--- config.mk ---
export PLATFORM = sky130hd
export DESIGN_NAME = regfile_wb_8x16
export DESIGN_NICKNAME = d
export VERILOG_FILES = /design/src/rtl/regfile_wb_8x16.sv
export SDC_FILE = /design/constraint.sdc
export NUM_CORES = 1
export LEC_CHECK = 0
export BUFFER_PORTS_ARGS = -buffer_cell sky130_fd_sc_hd__buf_2
export CAP_MARGIN = 25
export CORE_MARGIN = 2
export CORE_UTILIZATION = 60
export CTS_CLUSTER_DIAMETER = 60
export DETAILED_ROUTE_END_ITERATION = 16
export PLACE_DENSITY_LB_ADDON = 0.12
export SYNTH_ARGS = -nofsm -noshare
export SYNTH_HDL_FRONTEND = slang
export SYNTH_SLANG_ARGS = --single-unit
--- constraint.sdc ---
create_clock -name clk -period 12.75 [get_ports clk]
set_input_delay 0 -clock clk [delete_from_list [all_inputs] [get_ports clk]]
set_output_delay 0 -clock clk [all_outputs]
set_load 0.05 [all_outputs]
--- src/rtl/regfile_wb_8x16.sv ---
// regfile_wb_8x16: write-back pipeline register, 8 x DATA_W register array
// with one-hot commit enables, two combinational read ports with bypass of
// the pending write, and a per-register pending scoreboard for decode.
module regfile_wb_8x16 #(
  parameter int DATA_W  = 16,
  parameter bit R0_ZERO = 1'b1
) (
  input  logic              clk,
  input  logic              rst,
  input  logic              wb_valid,
  input  logic              wb_we,
  input  logic [2:0]        wb_rd,
  input  logic [DATA_W-1:0] wb_data,
  input  logic              stall,
  input  logic              flush,
  input  logic              iss_valid,
  input  logic              iss_we,
  input  logic [2:0]        iss_rd,
  input  logic [2:0]        ra_addr,
  input  logic [2:0]        rb_addr,
  output logic [DATA_W-1:0] ra_data,
  output logic [DATA_W-1:0] rb_data,
  output logic              ra_pend,
  output logic              rb_pend,
  output logic [7:0]        pend
);

  // Architectural state
  logic [DATA_W-1:0] regs_reg [8];
  logic              s_valid_reg;
  logic              s_we_reg;
  logic [2:0]        s_rd_reg;
  logic [DATA_W-1:0] s_data_reg;
  logic [7:0]        pend_reg;

  // Decoded per-register controls
  logic              commit;
  logic              pend_clear_all;
  logic [7:0]        wr_en;
  logic [7:0]        set_vec;
  logic [7:0]        pend_next;

  // A stalled stage neither commits nor advances; the held entry is still
  // allowed to commit on a flush edge because flush only drops the incoming one.
  assign commit         = s_valid_reg & s_we_reg & ~stall;
  assign pend_clear_all = flush & ~stall;

  generate
    for (genvar gi = 0; gi < 8; gi++) begin : g_reg_ctl
      // One-hot write enable: at most one register written per edge.
      assign wr_en[gi]   = commit & (s_rd_reg == 3'(gi));
      // Register 0 never becomes pending when it is hardwired to zero.
      assign set_vec[gi] = iss_valid & iss_we & (iss_rd == 3'(gi))
                           & !(R0_ZERO && (gi == 0));
      // A new producer supersedes the one committing in the same cycle.
      assign pend_next[gi] = pend_clear_all ? 1'b0 :
                             set_vec[gi]    ? 1'b1 :
                             wr_en[gi]      ? 1'b0 : pend_reg[gi];
    end
  endgenerate

  // Register array commit from the write-back stage
  always_ff @(posedge clk or posedge rst) begin
    if (rst) begin
      for (int i = 0; i < 8; i++) regs_reg[i] <= '0;
    end else begin
      for (int i = 0; i < 8; i++) begin
        if (wr_en[i]) regs_reg[i] <= s_data_reg;
      end
    end
  end

  // Write-back stage register: hold on stall, drop the incoming result on flush
  always_ff @(posedge clk or posedge rst) begin
    if (rst) begin
      s_valid_reg <= 1'b0;
      s_we_reg    <= 1'b0;
      s_rd_reg    <= 3'd0;
      s_data_reg  <= '0;
    end else if (!stall) begin
      if (flush) begin
        s_valid_reg <= 1'b0;
      end else begin
        s_valid_reg <= wb_valid;
        s_we_reg    <= wb_we;
        s_rd_reg    <= wb_rd;
        s_data_reg  <= wb_data;
      end
    end
  end

  // Pending scoreboard update
  always_ff @(posedge clk or posedge rst) begin
    if (rst) pend_reg <= 8'd0;
    else     pend_reg <= pend_next;
  end

  // Read with R0 forcing and bypass of the staged (possibly stalled) write.
  function automatic logic [DATA_W-1:0] read_port(input logic [2:0] addr);
    if (R0_ZERO && addr == 3'd0)
      return '0;
    else if (s_valid_reg && s_we_reg && s_rd_reg == addr)
      return s_data_reg;
    else
      return regs_reg[addr];
  endfunction

  // Combinational read ports and registered-only pending flags
  always_comb begin
    ra_data = read_port(ra_addr);
    rb_data = read_port(rb_addr);
    ra_pend = pend_reg[ra_addr];
    rb_pend = pend_reg[rb_addr];
    pend    = pend_reg;
  end

endmodule

; Word-level counts from Yosys, hierarchy flattened
; Cells that the tools add are included.
; W data, S select, Z words.
[totals]
elab_cells = 116
regBits = 157
ram_bits = 0
latch_bits = 0
memories = 0
mem_bits_ro = 0
output_inout_bits = 42
[op_classes]
n_reduce_logical = 15
div = 0
bitwise_logic = 23
n_eq_ne = 16
n_shift = 0
mul = 0
mux = 38
magnitude_cmp = 4
n_addsub = 0
[ops]
columns = cell, n
row1 = $mux W16, 8
row2 = $bmux W16 S3, 2
row3 = $mux W1, 26
row4 = $eq A3 B3 Y1 const B, 8
row5 = $reduce_bool A3 Y1, 7
row6 = $and A1 B1 Y1, 19
row7 = $eq A3 B2 Y1 const B, 4
row8 = $logic_not A3 Y1, 3
row9 = $ge A4 B4 Y1 const B, 2
row10 = $lt A3 B4 Y1 const B, 2
row11 = $not A3 Y4, 2
row12 = $bmux W1 S3, 2
row13 = $eq A3 B1 Y1 const B, 2
row14 = $eq A3 B3 Y1, 2
row15 = $logic_and A1 B1 Y1, 3
row16 = $not A1 Y1, 2
row17 = $reduce_and A2 Y1, 1
row18 = $reduce_bool A2 Y1, 1

; Longest topological paths before layout
; Gate-level depths: netlist (run 1).
[logic_depth]
depth_word = 6
depth_mapped = 7
ltp_nobuf = 4

; Worst setup path after synthesis (run 1)
; Ideal clock, no wire load.
[synth_path]
path_kind = register to output
startpoint = register s_rd_reg[0]
endpoint = output port rb_data[0]
path_stages_with_launch = 7
t_arrival_ns = 2.537
path_buffers = 3
setup_slack_ns = 10.213
required_time_ns = 12.750
path_cell_list = dfrtp_1 > buf_2 > xor2_1 > or4_1 > buf_2 > buf_6 > a211oi_1
[synth_via]
elab_chain_cells = 4
[synth_rtl]
columns = item, line_no
row1 = from (decl), 32  ; logic [2:0] s_rd_reg;
row2 = from (signal assigned), 86  ; s_rd_reg <= wb_rd;
row3 = $eq A3 B3 Y1, 102  ; else if (s_valid_reg && s_we_reg && s_rd_reg == addr)
row4 = $logic_and A1 B1 Y1, 102
row5 = $mux W16, 102
row6 = $mux W16, 100  ; if (R0_ZERO && addr == 3'd0)
row7 = to (decl), 22  ; output logic [DATA_W-1:0] rb_data,
; Every way passes these cells.

; Worst setup path after layout (run 1)
[layout_path]
startpoint = register s_rd_reg[2]
endpoint = register pend_reg[3], in the netlist pend[3]
[layout_via]
elab_chain_cells = 3
[layout_rtl]
columns = item, line_no
row1 = $eq A3 B2 Y1, 51  ; assign wr_en[gi] = commit & (s_rd_reg == 3'(gi));
row2 = $and A1 B1 Y1, 51
row3 = $reduce_bool A3 Y1 (no source line), --
row4 = to (signal assigned), 95  ; else pend_reg <= pend_next;
row5 = to (decl), 34  ; logic [7:0] pend_reg;
; Every way passes these cells.
; A chain may end at the register's enable or synchronous reset.

==> impl_summary.md, run 1 <==
Setup path
The critical path in this run is classified as reg -> reg. The capture point of the worst path is pend[3]. The length in cells of the worst reg-to-reg path is 5. The critical path starts at s_rd_reg[2]. In this run the register-to-register setup slack is ~9.6 ns.

The capture instance of the worst register-to-register path is pend[3]. The signal arrival time at the worst endpoint is 3.48 ns. The maximum fanout count along the critical path is 17. STA classifies the critical path startpoint as a register.

STA puts the critical path data required time at 13.04 ns. The startpoint identified for the worst register-to-register timing path is s_rd_reg[2]. STA classifies the critical path endpoint as a register.

STA
The final count of hold timing violations came to 0. The number of pins exceeding their max-slew limit in the final report is 0. Dividing the final minimum period by the clock period gives 25.0%.

Derived from the worst setup path, the maximum achievable clock frequency is between 0.3 and 0.4 GHz. In this run the tightest slew margin relative to its limit is roughly 31%. The shortest clock period the worst path allows after layout is 3.19 ns. In the final timing run, aggregate negative setup slack is 0 ns. Across all hold checks on the routed design, the worst slack comes to around 0.016 ns. Across the routed clock network, the largest skew measured is ~0.009 ns. The number of failing setup endpoints in the final timing report is 0. The slew at the pin with the worst max-slew slack is about 1.0 ns. Setup repair after global routing left no endpoint under its margin.

Flow run
Max-cap violations in this run came to 0.

Layout
The post-layout utilization of the core is between 70% and 80%. The number of flip-flops under the largest register name is around 130. Cells with a size suffix above 1 make up 47.9% of the layout.

The library cells used most frequently in the layout, excluding fill and tap cells, are 156 x sky130_fd_sc_hd__dfrtp_1, 149 x sky130_fd_sc_hd__mux2_2, 76 x sky130_fd_sc_hd__buf_2, 51 x sky130_fd_sc_hd__mux4_2, 48 x sky130_fd_sc_hd__mux2i_1. The post-synthesis to final-layout area growth is 16.9%. In the final layout, the multi-input gates occupy roughly 4300 um2.

The area used by sequential logic in the layout is between 3000 and 4000 um2. The count of inserted antenna diode cells is 0. The final cell area excluding filler cells is 9970 um2. After filler insertion, the fill cell instance count of the layout stands at about 950. The final layout contains about 740 nets. The library cell used most frequently in the layout, excluding fill and tap cells, is sky130_fd_sc_hd__dfrtp_1.

Placement
The quantity of I/O buffers inserted on ports is 76. The wire-length estimate of the detail-placed layout is approximately 13,000 um. After detailed placement, the total cell area comes to between 8000 and 9000 um2. Routability-driven placement finished with a final weighted congestion of 0.814.

Pwr
For this design the total switching power over the nets is about 0.00054 W. The power per cell area is approximately 170 nW/um2. The internal power consumption is approximately 0.0012 W. The power share of the sequential group is approximately two fifths. The share of total power dissipated in combinational logic is between 20% and 30%. Of the total power, the share spent switching nets is roughly 31%.

VDD sags by at most between 0.1 and 0.15 mV. The clock network fraction of design power is around 33%. Summed over all cells, the static leakage comes to 4.64 nW.

Logic synthesis
Counting flops with an async set or reset pin after synthesis yields a share of 100%. The flip-flop and latch count after synthesis is around 160. Counting every net in the synthesized netlist gives ~670.

The proportion of netlist area held by the largest area contributor is a little under half. The proportion of synthesized chip area in sequential cells is 45.8%. The number of synthesized flops with an enable pin is 0. The count of unique library cells instantiated by Yosys is 39. By area the synthesized netlist is led by sky130_fd_sc_hd__dfrtp_1 46%, sky130_fd_sc_hd__mux2_2 20%, sky130_fd_sc_hd__mux4_2 13%, sky130_fd_sc_hd__mux2i_1 5.6%, sky130_fd_sc_hd__nor2_1 1.8%. The total standard cell area after synthesis is ~8500 um2. The total number of yosys warnings is 0. Synthesis produced approximately 630 cells. After synthesis, the mean cell area works out to 13.6 um2.

The most used flip-flop cell after synthesis is sky130_fd_sc_hd__dfrtp_1. The biggest area contributor in the post-synthesis netlist is sky130_fd_sc_hd__dfrtp_1.

Min path
The min-delay analysis places its worst path in the category in -> reg. The startpoint of the most critical hold path is iss_we.

Clocking
The number of gates resized after CTS is 0. TritonCTS built the clock tree. In this run the clock root is driven by a sky130_fd_sc_hd__clkbuf_16. Clock tree synthesis found a total of about 160 sinks. The level count of the clock H-tree is 4. Clock tree synthesis inserted a total of 17 buffers.

After clock tree synthesis, the clock-pin slew on the worst setup and hold paths is approximately 0.060 ns. Clock latency on the worst-skew pair, taken at its later pin, is ~0.43 ns. The buffer depth of the longest clock path is 2.

Routing
In the final routed layout, each cell accounts on average for 24.9 um. For this block, the initial DRC count from the detailed router was 510. The via count normalized by instance count is about 6.6.

The number of design rule violations left after detail routing is 0. Once detail routing completed, the nets flagged for antenna violations numbered 0. After detailed routing, the total wire length is 22,200 um.

Detailed routing inserted a total of between 5k and 6k vias. For this run, the detailed router's first-pass iteration total came to 5.

Floorplanning
The die covers 15,200 um2. The number of standard-cell rows in the floorplan is 43. The height of the die is roughly 120 um.

Pin placement for this block handled between 70 and 80 I/O pins. In this run the standard cell core region covers 13,900 um2. The chip width is 123 um.

The starting density of the core is approximately three fifths.

GRT
The first global-routing pass estimated about 35,000 um of wire. Global routing finished with a remaining overflow of 0. The number of global-route vias before repair is ~6.2k. The pin count of the biggest net entering global routing is 82. The number of antenna violations at the first check in global routing was 0.

Global routing used a little under a third of the available tracks.

Status
The run finished with clean final reports.
## final cells by class
cell class              instances  area share (%)
multi-input cells             404            43.0
flip-flops and latches        156            39.2
clock inverters                12            2.17
inverters                       2           0.126
clock buffers                  20            4.58
repair buffers                118            8.69
well taps                     180            2.26
## metal layers
metal	global-route usage, %	part of all wire (%)	vias up
li1	-	-	2503
met1	40.3	40	3065
met2	52.5	51	232
met3	6.46	6.1	49
met4	11.9	2.5	0
met5	0	0	-
## how the worst min path moves through the flow
stage                              to  cells after the start  slack (ns)
after floorplan           s_valid_reg                      1        0.13
after global placement    regs_reg[3]                      2        0.15
after detailed placement  regs_reg[3]                      2        0.16
after CTS                     pend[1]                      5       0.002
after global routing          pend[5]                      4        0.03
final                         pend[1]                      5        0.02
## timing repair
action	4_1_cts	5_1_grt
hold buffers	28	0
setup buffers	0	0
endpoints found under the hold margin	103	0
## power by group through the flow
stage / clock network [W] / logic [W] / registers (W)
floorplan: 0 / 0.000379 / 0.000669
global placement: 0 / 0.000429 / 0.000705
detailed placement: 0 / 0.000443 / 0.000714
CTS: 0.000583 / 0.000453 / 0.000708
global route: 0.000605 / 0.000481 / 0.000726
finish: 0.000578 / 0.000451 / 0.000713
## worst max-delay path, stage by stage (launching register included)
cell and delay [ns]:
sky130_fd_sc_hd__dfrtp_1 0.43, sky130_fd_sc_hd__nor4bb_1 0.75, sky130_fd_sc_hd__nand3_2 0.79, sky130_fd_sc_hd__a32oi_1 0.43
sky130_fd_sc_hd__dlygate4sd3_1 0.59, sky130_fd_sc_hd__nor2_1 0.04
## cell usage after synthesis (2+ instances only)
master and count:
sky130_fd_sc_hd__nor3_1 16, sky130_fd_sc_hd__a211oi_1 20, sky130_fd_sc_hd__o21ai_0 2, sky130_fd_sc_hd__a211oi_2 11, sky130_fd_sc_hd__a21oi_1 5, sky130_fd_sc_hd__a22oi_1 3, sky130_fd_sc_hd__buf_2 29, sky130_fd_sc_hd__nor2b_1 4
sky130_fd_sc_hd__mux4_2 51, sky130_fd_sc_hd__o22ai_1 16, sky130_fd_sc_hd__mux2_2 149, sky130_fd_sc_hd__mux2i_1 48, sky130_fd_sc_hd__inv_1 2, sky130_fd_sc_hd__buf_1 2, sky130_fd_sc_hd__xor2_1 6, sky130_fd_sc_hd__buf_6 4
sky130_fd_sc_hd__nand2b_1 4, sky130_fd_sc_hd__or4_1 2, sky130_fd_sc_hd__nor2_1 42, sky130_fd_sc_hd__buf_4 6, sky130_fd_sc_hd__and3_1 2, sky130_fd_sc_hd__dfrtp_1 156, sky130_fd_sc_hd__nand2_1 9, sky130_fd_sc_hd__clkbuf_1 25
## kinds of logic after synthesis
logic type,synth area share (%)
multiplexers,38.8
flip-flops,45.8
AND/OR/NAND/NOR,5.21
buffers and inverters,4.09
AO/OA/AOI/OAI,5.50
XOR/XNOR,0.616
other,0.0440
## stage by stage
| step | power [W] | setup WS (ns) | std cells |
|---|---|---|---|
| after CTS | 0.00175 | 9.67 | 891 |
| final | 0.00174 | 9.56 | 892 |
| after floorplan | 0.00105 | 8.54 | 629 |
| after global placement | 0.00113 | 10.24 | 827 |
| after detailed placement | 0.00116 | 10.12 | 831 |
| after global routing | 0.00181 | 9.41 | 892 |
Power figures use the tool's default switching activity.
==> run 2: changes to the inputs <==
==> constraint.sdc (replaced) <==
create_clock -name clk -period 3 [get_ports clk]
set_input_delay 0 -clock clk [delete_from_list [all_inputs] [get_ports clk]]
set_output_delay 0 -clock clk [all_outputs]
set_load 0.05 [all_outputs]
==> run 2 against run 1 <==
Effect of this change:
- critical endpoint is now ra_data[0]
- power increased to 4.0 times the previous value
- largest cell class unchanged
- clock skew down 0.0029 ns
- sequential share of layout area up 0.34 points
- critical path depth unchanged
- via count barely moved
- non-clock buffer count grew 9
- clock power increased to 3.6 times the previous value
==> impl_summary.md, run 2 (synthesis gave the netlist of run 1 again) <==
Status
The run finished with clean final reports.

GRT
The first-pass GRT wire length is 34,200 um (-1.9%). The pin count of the biggest net entering global routing was 64 (-22%). The number of antenna violations at the first check in global routing was 0 (unchanged).

The number of global-route vias before repair is 5,990 (-3.3%). The global-route congestion overflow total is 0 (unchanged). The total routing resource utilization after global routing is 30.9% (-0.38 points).

STA
The final setup skew is 0.00634 ns (-0.00288 ns). Setup repair after global routing left no endpoint under its margin. The number of pins exceeding their max-slew limit in the final report is 0 (unchanged). Derived from the worst setup path, the maximum achievable clock frequency is 0.370 GHz.

The worst hold slack after final layout came to 0.0454 ns (+0.0295 ns). The final count of hold timing violations is 0 (unchanged). The accumulated negative setup slack was 0 ns (unchanged). The worst-case headroom to the max-slew limit is 29.4% (-1.2 points). The slew at the pin with the worst max-slew slack was 1.06 ns (+0.0166 ns). The shortest clock period the worst path allows after layout is roughly 2.7 ns. The number of failing setup endpoints in the final timing report is 0 (unchanged). Dividing the final minimum period by the clock period gives between 90% and 100%.

Clocking
The count of clock tree sinks is 156 (unchanged). Clock tree synthesis selected as its root buffer the cell sky130_fd_sc_hd__clkbuf_16. The number of buffers added by the clock tree synthesis step is 17 (unchanged).

TritonCTS built the clock tree. The level count of the clock H-tree is 4 (unchanged). The buffer count from post-CTS setup fixing is 0 (unchanged). The clock transition at the registers of the reported paths was 0.06 ns (about the same). The buffer depth of the longest clock path is 2 (unchanged).

The clock latency on the worst-skew pair was 0.42 ns (about the same). The number of gates resized after CTS is 0 (unchanged).

Routing
The total routed wirelength is 22,100 um (-0.62%). The number of nets with antenna violations after detailed routing came to 0 (unchanged). The count of vias placed by the detailed router is 5,852 (+0.051%). The average detailed-routed wire length per instance is 24.5 um (-1.5%). The first-pass iteration count of the detailed router was 5 (unchanged). The number of design rule violations left after detail routing was 0 (unchanged). The via count normalized by instance count is 6.50 (-0.84%).

The initial detailed-routing violation count is 435 (-15%).

Layout
The top cell types in the final layout, fill and taps aside, are 156 x sky130_fd_sc_hd__dfrtp_1, 149 x sky130_fd_sc_hd__mux2_2, 76 x sky130_fd_sc_hd__buf_2, 51 x sky130_fd_sc_hd__mux4_2, 48 x sky130_fd_sc_hd__mux2i_1. The count of inserted antenna diode cells is 0 (unchanged). The most common library cell in the layout ignoring fill and taps is sky130_fd_sc_hd__dfrtp_1.

The area taken by multi-input logic gates was 4280 um2 (about the same). The area used by sequential logic in the layout is 3900 um2 (unchanged). The share of post-route cells with drive strength above 1 is 47.8% (-0.12 points). The number of nets at the end of the flow is 744 (+1.2%). The total of fill cells in the finished design is 953 (+0.53%).

The number of flip-flops under the largest register name is 128 (unchanged). The post-synthesis to final-layout area growth is 15.9%.

Floorplanning
The placeable core region came to 13,900 um2 (unchanged). The count of boundary I/O pins is 78 (unchanged). The die footprint is 15,200 um2 (unchanged). The number of standard-cell rows in the floorplan is 43 (unchanged).

The chip width is 123 um (unchanged). The starting density of the core is 61.4% (unchanged). The height of the die is 123 um (unchanged).

Pwr
The largest voltage drop on the vdd net is 0.520 mV (+360%). The cell leakage power is 4.61 nW (-0.69%). The internal power consumption is 0.00478 W (+300%). The combinational power share is 27.4% (+1.5 points). The net switching component of the power was 0.00224 W (+310%). The power per cell area is 710 nW/um2 (+310%).

The clock network fraction of design power is 29.7% (-3.5 points). The net switching fraction of the power is 31.9% (+0.91 points). The power share of the sequential group came to 43.0% (+2.1 points).

Placement
The half-perimeter wire length of the detailed placement result was 13,100 um (+1.7%). The final weighted congestion in routability-driven placement is 0.804 (-1.3%). The quantity of I/O buffers inserted on ports is 76 (unchanged).

Min path
The path class of the tightest hold or removal check is in -> reg. In this run the most critical hold path is launched from iss_we.

Setup path
The maximum fanout count along the critical path is 17 (unchanged). The signal arrival time at the worst endpoint is 2.70 ns (-0.78 ns). The critical path required time came to 3.00 ns (-10.04 ns). The nature of the critical path startpoint is a register. The startpoint identified for the worst register-to-register timing path is s_rd_reg[2]. By startpoint and endpoint, the worst setup path is classified as reg -> out. Tracing the worst setup path back leads to its startpoint at s_rd_reg[1]. The endpoint class of the critical path is an output pin.

Flow run
The max-cap violation count is 0 (unchanged).
==> run 2: cell type report <==
| cell class | instances | share of cell area, % |
|---|---|---|
| clock inverters | 7 | 0.912 |
| clock buffers | 24 | 4.77 |
| well taps | 180 | 2.28 |
| inverters | 2 | 0.114 |
| flip-flops and latches | 156 | 39.5 |
| multi-input cells | 404 | 43.4 |
| repair buffers | 127 | 9.07 |
==> run 2: final timing paths <==
kind | to | slack, ns | depth (start not counted)
max in group asynchronous | pend[1] | 2.00 | 4
setup reg to reg | regs_reg[122] | 0.81 | 4
hold reg to reg | regs_reg[82] | 0.53 | 1
min in group asynchronous | regs_reg[45] | 0.22 | 3
hold / removal | pend[5] | 0.05 | 4
setup / recovery | ra_data[0] | 0.30 | 5
==> run 2: stage by stage <==
stage	cells	total power, W	setup slack [ns]	cell area [um2]	utilization (%)
6_report	900	0.00702	0.299	9880	71.2
5_1_grt	900	0.00731	0.159	9880	71.2
4_1_cts	900	0.00702	0.330	9880	71.2
3_5_place_dp	841	0.00491	0.762	9040	65.1
3_3_place_gp	841	0.00483	0.800	9040	65.1
2_1_floorplan	629	0.00446	0.463	8530	-
==> run 2: power groups by stage <==
stage	clock [W]	combinational, W	sequential, W
after global routing	0.00218	0.00205	0.00308
final	0.00208	0.00192	0.00301
after CTS	0.00209	0.00193	0.00300
after global placement	0	0.00184	0.00299
after floorplan	0	0.00161	0.00284
after detailed placement	0	0.00189	0.00302
==> run 2: critical path, cell delays in order (launching register included) <==
cell and delay (ns):
sky130_fd_sc_hd__dfrtp_1 0.52, sky130_fd_sc_hd__xor2_1 0.31, sky130_fd_sc_hd__or4_1 0.76, sky130_fd_sc_hd__nor2_1 0.09
sky130_fd_sc_hd__nor3_1 0.27, sky130_fd_sc_hd__buf_2 0.33
==> run 2: what timing repair did <==
action / CTS / global route
endpoints found under the setup margin: 0 / 0
endpoints found under the hold margin: 54 / 0
hold buffers: 28 / 0
==> run 2: layer usage <==
layer / GRT usage, % / part of all wire (%)
met5: 0 / 0
met4: 9.52 / 2.2
met3: 5.35 / 5.4
met2: 53.2 / 52
met1: 40.2 / 41
==> run 3: changes to the inputs <==
--- a/config.mk
+++ b/config.mk
@@ -5,6 +5,7 @@
 export SDC_FILE = /design/constraint.sdc
 export NUM_CORES = 1
 export LEC_CHECK = 0
+export ABC_AREA = 1
 export BUFFER_PORTS_ARGS = -buffer_cell sky130_fd_sc_hd__buf_2
 export CAP_MARGIN = 25
 export CORE_MARGIN = 2
==> run 3 against run 2 <==
Effect of this change:
- first-iteration DRC count increased to 3.4 times the previous value
- global-route usage rose by 8.6 points
- clock skew up 0.0016 ns
- setup slack improved by 0.11 ns
- highest routed layer unchanged
- critical path depth up 2
- flip-flop and latch count stayed put
- synthesized cell count increased by 120%
==> impl_summary.md, run 3 <==
Logic synthesis
The count of unique library cells instantiated by Yosys came to 25 (-36%). The cell type with the largest total area after synthesis is sky130_fd_sc_hd__dfrtp_1. The simple-gate share of the synthesized area is 37.5% (+32 points). The proportion of synthesized flip-flops having asynchronous set or reset is 100% (unchanged). The number of synthesized flops with an enable pin is 0 (unchanged). The proportion of synthesized chip area in sequential cells is 42.5% (-3.3 points). The fraction of synthesized area in multiplexers is 0.123% (-39 points).

After synthesis, the largest family of logic cells by area is simple AND/OR/NAND/NOR gates. The number of instances in the synthesized netlist was 1,384 (+120%). The flip-flop and latch count after synthesis is 156 (unchanged). For this run, the leading register cell type out of synthesis is sky130_fd_sc_hd__dfrtp_1. The most common cell in the netlist is sky130_fd_sc_hd__nand2_1. The commonest cells after synthesis are 549 x sky130_fd_sc_hd__nand2_1, 166 x sky130_fd_sc_hd__nand3_1, 156 x sky130_fd_sc_hd__dfrtp_1, 143 x sky130_fd_sc_hd__o21ai_0, 96 x sky130_fd_sc_hd__inv_1.

The synthesized-area fraction occupied by ao, oa, aoi and oai cells is 10.2% (+4.7 points). The synthesized-area fraction occupied by xor and xnor cells was 0% (-0.62 points). The total number of yosys warnings came to 0 (unchanged).

The total standard cell area after synthesis is 9190 um2 (+7.7%). The proportion of netlist area held by the largest area contributor is 42.5% (-3.3 points). The average cell area after synthesis is 6.64 um2 (-51%). By area the synthesized netlist is led by sky130_fd_sc_hd__dfrtp_1 42%, sky130_fd_sc_hd__nand2_1 22%, sky130_fd_sc_hd__nand3_1 9.0%, sky130_fd_sc_hd__o21ai_0 7.8%, sky130_fd_sc_hd__inv_1 3.9%. The adder-cell share of the synthesized area is 0% (unchanged). The post-synth net total is 1,420 (+110%).

Layout
In the layout the commonest cells are 549 x sky130_fd_sc_hd__nand2_1, 166 x sky130_fd_sc_hd__nand3_1, 156 x sky130_fd_sc_hd__dfrtp_1, 143 x sky130_fd_sc_hd__o21ai_0, 95 x sky130_fd_sc_hd__inv_1. The library cell used most frequently in the layout, excluding fill and tap cells, is sky130_fd_sc_hd__nand2_1. The number of flip-flops under the largest register name is 128 (unchanged). The count of inserted antenna diode cells is 0 (unchanged). The share of post-route cells with drive strength above 1 came to 11.1% (-37 points). The final cell area excluding filler cells is 10,600 um2 (+7.8%). The total of fill cells in the finished design came to 1,235 (+30%).

The number of nets at the end of the flow was 1,491 (+100%). The post-synthesis to final-layout area growth is 15.9% (about the same).

STA
The number of failing setup endpoints in the final timing report is 0 (unchanged). Setup repair after global routing left no endpoint under its margin. The post-route clock period utilization came to 86.4% (-3.6 points). The highest clock frequency the design can meet is 0.386 GHz (+4.2%).

The shortest clock period the worst path allows after layout is 2.59 ns (-0.108 ns). The final setup skew is 0.00790 ns (+0.00156 ns). The slew at the pin with the worst max-slew slack was 0.769 ns (-0.288 ns). The final count of hold timing violations is 0 (unchanged). The worst-case headroom to the max-slew limit is 48.7% (+19 points). The number of pins exceeding their max-slew limit in the final report came to 0 (unchanged). The accumulated negative setup slack is 0 ns (unchanged).

Setup path
Following the worst setup path forward leads to its endpoint at pend[1]. The maximum fanout count along the critical path is 19 (+2). The worst setup path is launched from a register.

The slack of the worst reg-to-reg path is 0.41 ns (-0.40 ns). The signal arrival time at the worst endpoint is 2.91 ns (+0.21 ns). The maximum cell stage delay along the critical path is 0.59 ns (-0.17 ns). The launch instance of the worst register-to-register path is s_valid_reg. The kind of cell adding the most delay to the critical path is buffers and inverters. The critical path depth in cells is 7 (+2). The combined buffer and inverter count along the critical path is 2 (+1).

The endpoint class of the critical path is a register. The worst-path cell with the longest stage delay is sky130_fd_sc_hd__dlygate4sd3_1. The path type of the worst setup path is reg -> reg. The length in cells of the worst reg-to-reg path is 7 (+3). Tracing the worst setup path back leads to its startpoint at s_valid_reg.

The most prevalent standard cell on the critical path is sky130_fd_sc_hd__nand2_1. The critical path goes through nand2_1, nor2_4, nand4_1, buf_4, nand2_1, a21oi_1, dlygate4sd3_1. The capture instance of the worst register-to-register path is pend[1]. The critical path required time is 3.32 ns (+0.32 ns).

Floorplanning
The height of the die is 128 um (+3.7%). The die footprint is 16,300 um2 (+7.5%). The starting density of the core is 60.9% (-0.56 points).

The number of standard-cell rows in the floorplan was 45 (+4.7%). The chip width is 128 um (+3.7%). The placeable core region is 15,100 um2 (+8.7%). The count of boundary I/O pins is 78 (unchanged).

GRT
The total routing resource utilization after global routing is 39.5% (+8.6 points). The first-pass GRT wire length is 49,300 um (+44%). The number of antenna violations at the first check in global routing is 0 (unchanged). The global-route congestion overflow total was 0 (unchanged). The number of global-route vias before repair came to 9,000 (+50%). The pin count of the biggest net entering global routing is 106 (+66%).

Routing
The via count normalized by instance count is 5.90 (-9.3%). The total routed wirelength was 30,900 um (+40%). The number of design rule violations left after detail routing is 0 (unchanged). The average detailed-routed wire length per instance is 18.7 um (-24%). The count of vias placed by the detailed router came to 9,758 (+67%). The number of nets with antenna violations after detailed routing is 0 (unchanged). The initial detailed-routing violation count is 1,475 (+240%). The first-pass iteration count of the detailed router came to 5 (unchanged).

Pwr
The largest voltage drop on the vdd net is 0.467 mV (-10%). The cell leakage power is 5.37 nW (+16%). The power per cell area is 628 nW/um2 (-12%).

Clocking
The buffer depth of the longest clock path is 2 (unchanged). The buffer count from post-CTS setup fixing is 0 (unchanged). CTS placed an instance of sky130_fd_sc_hd__clkbuf_16 at the clock tree root. The clock transition at the registers of the reported paths is 0.07 ns (about the same).

The number of buffers added by the clock tree synthesis step is 17 (unchanged). The number of gates resized after CTS is 0 (unchanged). The post-cts hold buffer count was 52 (+86%). The count of clock tree sinks is 156 (unchanged). The clock latency on the worst-skew pair came to 0.44 ns (+0.02 ns). The CTS tree is built. The level count of the clock H-tree came to 4 (unchanged).

Status
The run finished with clean final reports.

Min path
In this run the worst hold path is classified as in -> async.

Placement
The final weighted congestion in routability-driven placement was 0.957 (+19%). The placement-stage cell area is 9540 um2 (+5.6%). The quantity of I/O buffers inserted on ports came to 76 (unchanged).

The half-perimeter wire length of the detailed placement result came to 18,400 um (+40%).

Flow run
The max-cap violation count came to 0 (unchanged).
run 3: cell count changes after synthesis, moves of 27 or more:
| cell | before | now |
|---|---|---|
| sky130_fd_sc_hd__nand2_1 | 9 | 549 |
| sky130_fd_sc_hd__o21ai_0 | 2 | 143 |
| sky130_fd_sc_hd__mux4_2 | 51 | 0 |
| sky130_fd_sc_hd__mux2i_1 | 48 | 0 |
| sky130_fd_sc_hd__clkbuf_1 | 25 | 52 |
| sky130_fd_sc_hd__nand3_1 | 1 | 166 |
| sky130_fd_sc_hd__inv_1 | 2 | 96 |
| sky130_fd_sc_hd__mux2_2 | 149 | 1 |
| sky130_fd_sc_hd__nor2_1 | 42 | 94 |
run 3: layout make-up:
class | instances | area, um2 | area share [%]
clock buffers | 17 | 425 | 3.99
repair buffers | 154 | 1120 | 10.5
multi-input cells | 1022 | 4410 | 41.4
clock inverters | 14 | 161 | 1.52
flip-flops and latches | 156 | 3900 | 36.7
well taps | 188 | 235 | 2.21
inverters | 104 | 394 | 3.70
run 3: kinds of logic after synthesis:
family / count (synthesis)
muxes: 1
buffers and inverters: 206
DFF: 156
other: 1
AOI/OAI and AO/OA: 186
and+or+nand+nor: 834
run 3: how the worst min path moves through the flow:
stage | start | to | slack, ns | depth (start not counted)
3_3_place_gp | rst | regs_reg[11] | -0.08 | 2
5_1_grt | rst | regs_reg[15] | 0.02 | 3
6_report | rst | regs_reg[31] | 0.01 | 3
2_1_floorplan | wb_data[0] | s_data_reg[0] | 0.12 | 2
3_5_place_dp | rst | regs_reg[11] | -0.08 | 2
4_1_cts | rst | regs_reg[11] | 0.003 | 3
run 3: per-stage QoR:
stage	power [W]	util, %	worst slack (ns)	instances	hold slack [ns]
detailed placement	0.00439	63.2	1.03	1572	-0.0772
finish	0.00668	70.6	0.407	1655	0.0133
global placement	0.00435	63.2	1.07	1572	-0.0787
CTS	0.00663	70.6	0.510	1655	0.00301
floorplan	0.00396	-	1.03	1384	0.121
global route	0.00701	70.6	0.264	1655	0.0193
run 3: routing by layer:
| metal | track usage, % | share of wire, % | up-vias |
|---|---|---|---|
| met4 | 18.7 | 4.3 | 0 |
| met5 | 0 | 0 | - |
| met1 | 55.4 | 40 | 4526 |
| met3 | 8.35 | 11 | 107 |
| li1 | - | - | 4495 |
| met2 | 58.7 | 44 | 630 |
run 3: power breakdown:
part | switching (W) | internal (W) | leakage (nW)
clock network | 0.000959 | 0.00124 | 0.283
registers | 0.000294 | 0.00247 | 2.09
logic | 0.00119 | 0.000534 | 2.99
run 3: worst min-delay path, stage by stage:
cell	delay (ns)
sky130_fd_sc_hd__dlygate4sd3_1	0.53
sky130_fd_sc_hd__buf_2	0.13
sky130_fd_sc_hd__clkinvlp_4	0.15
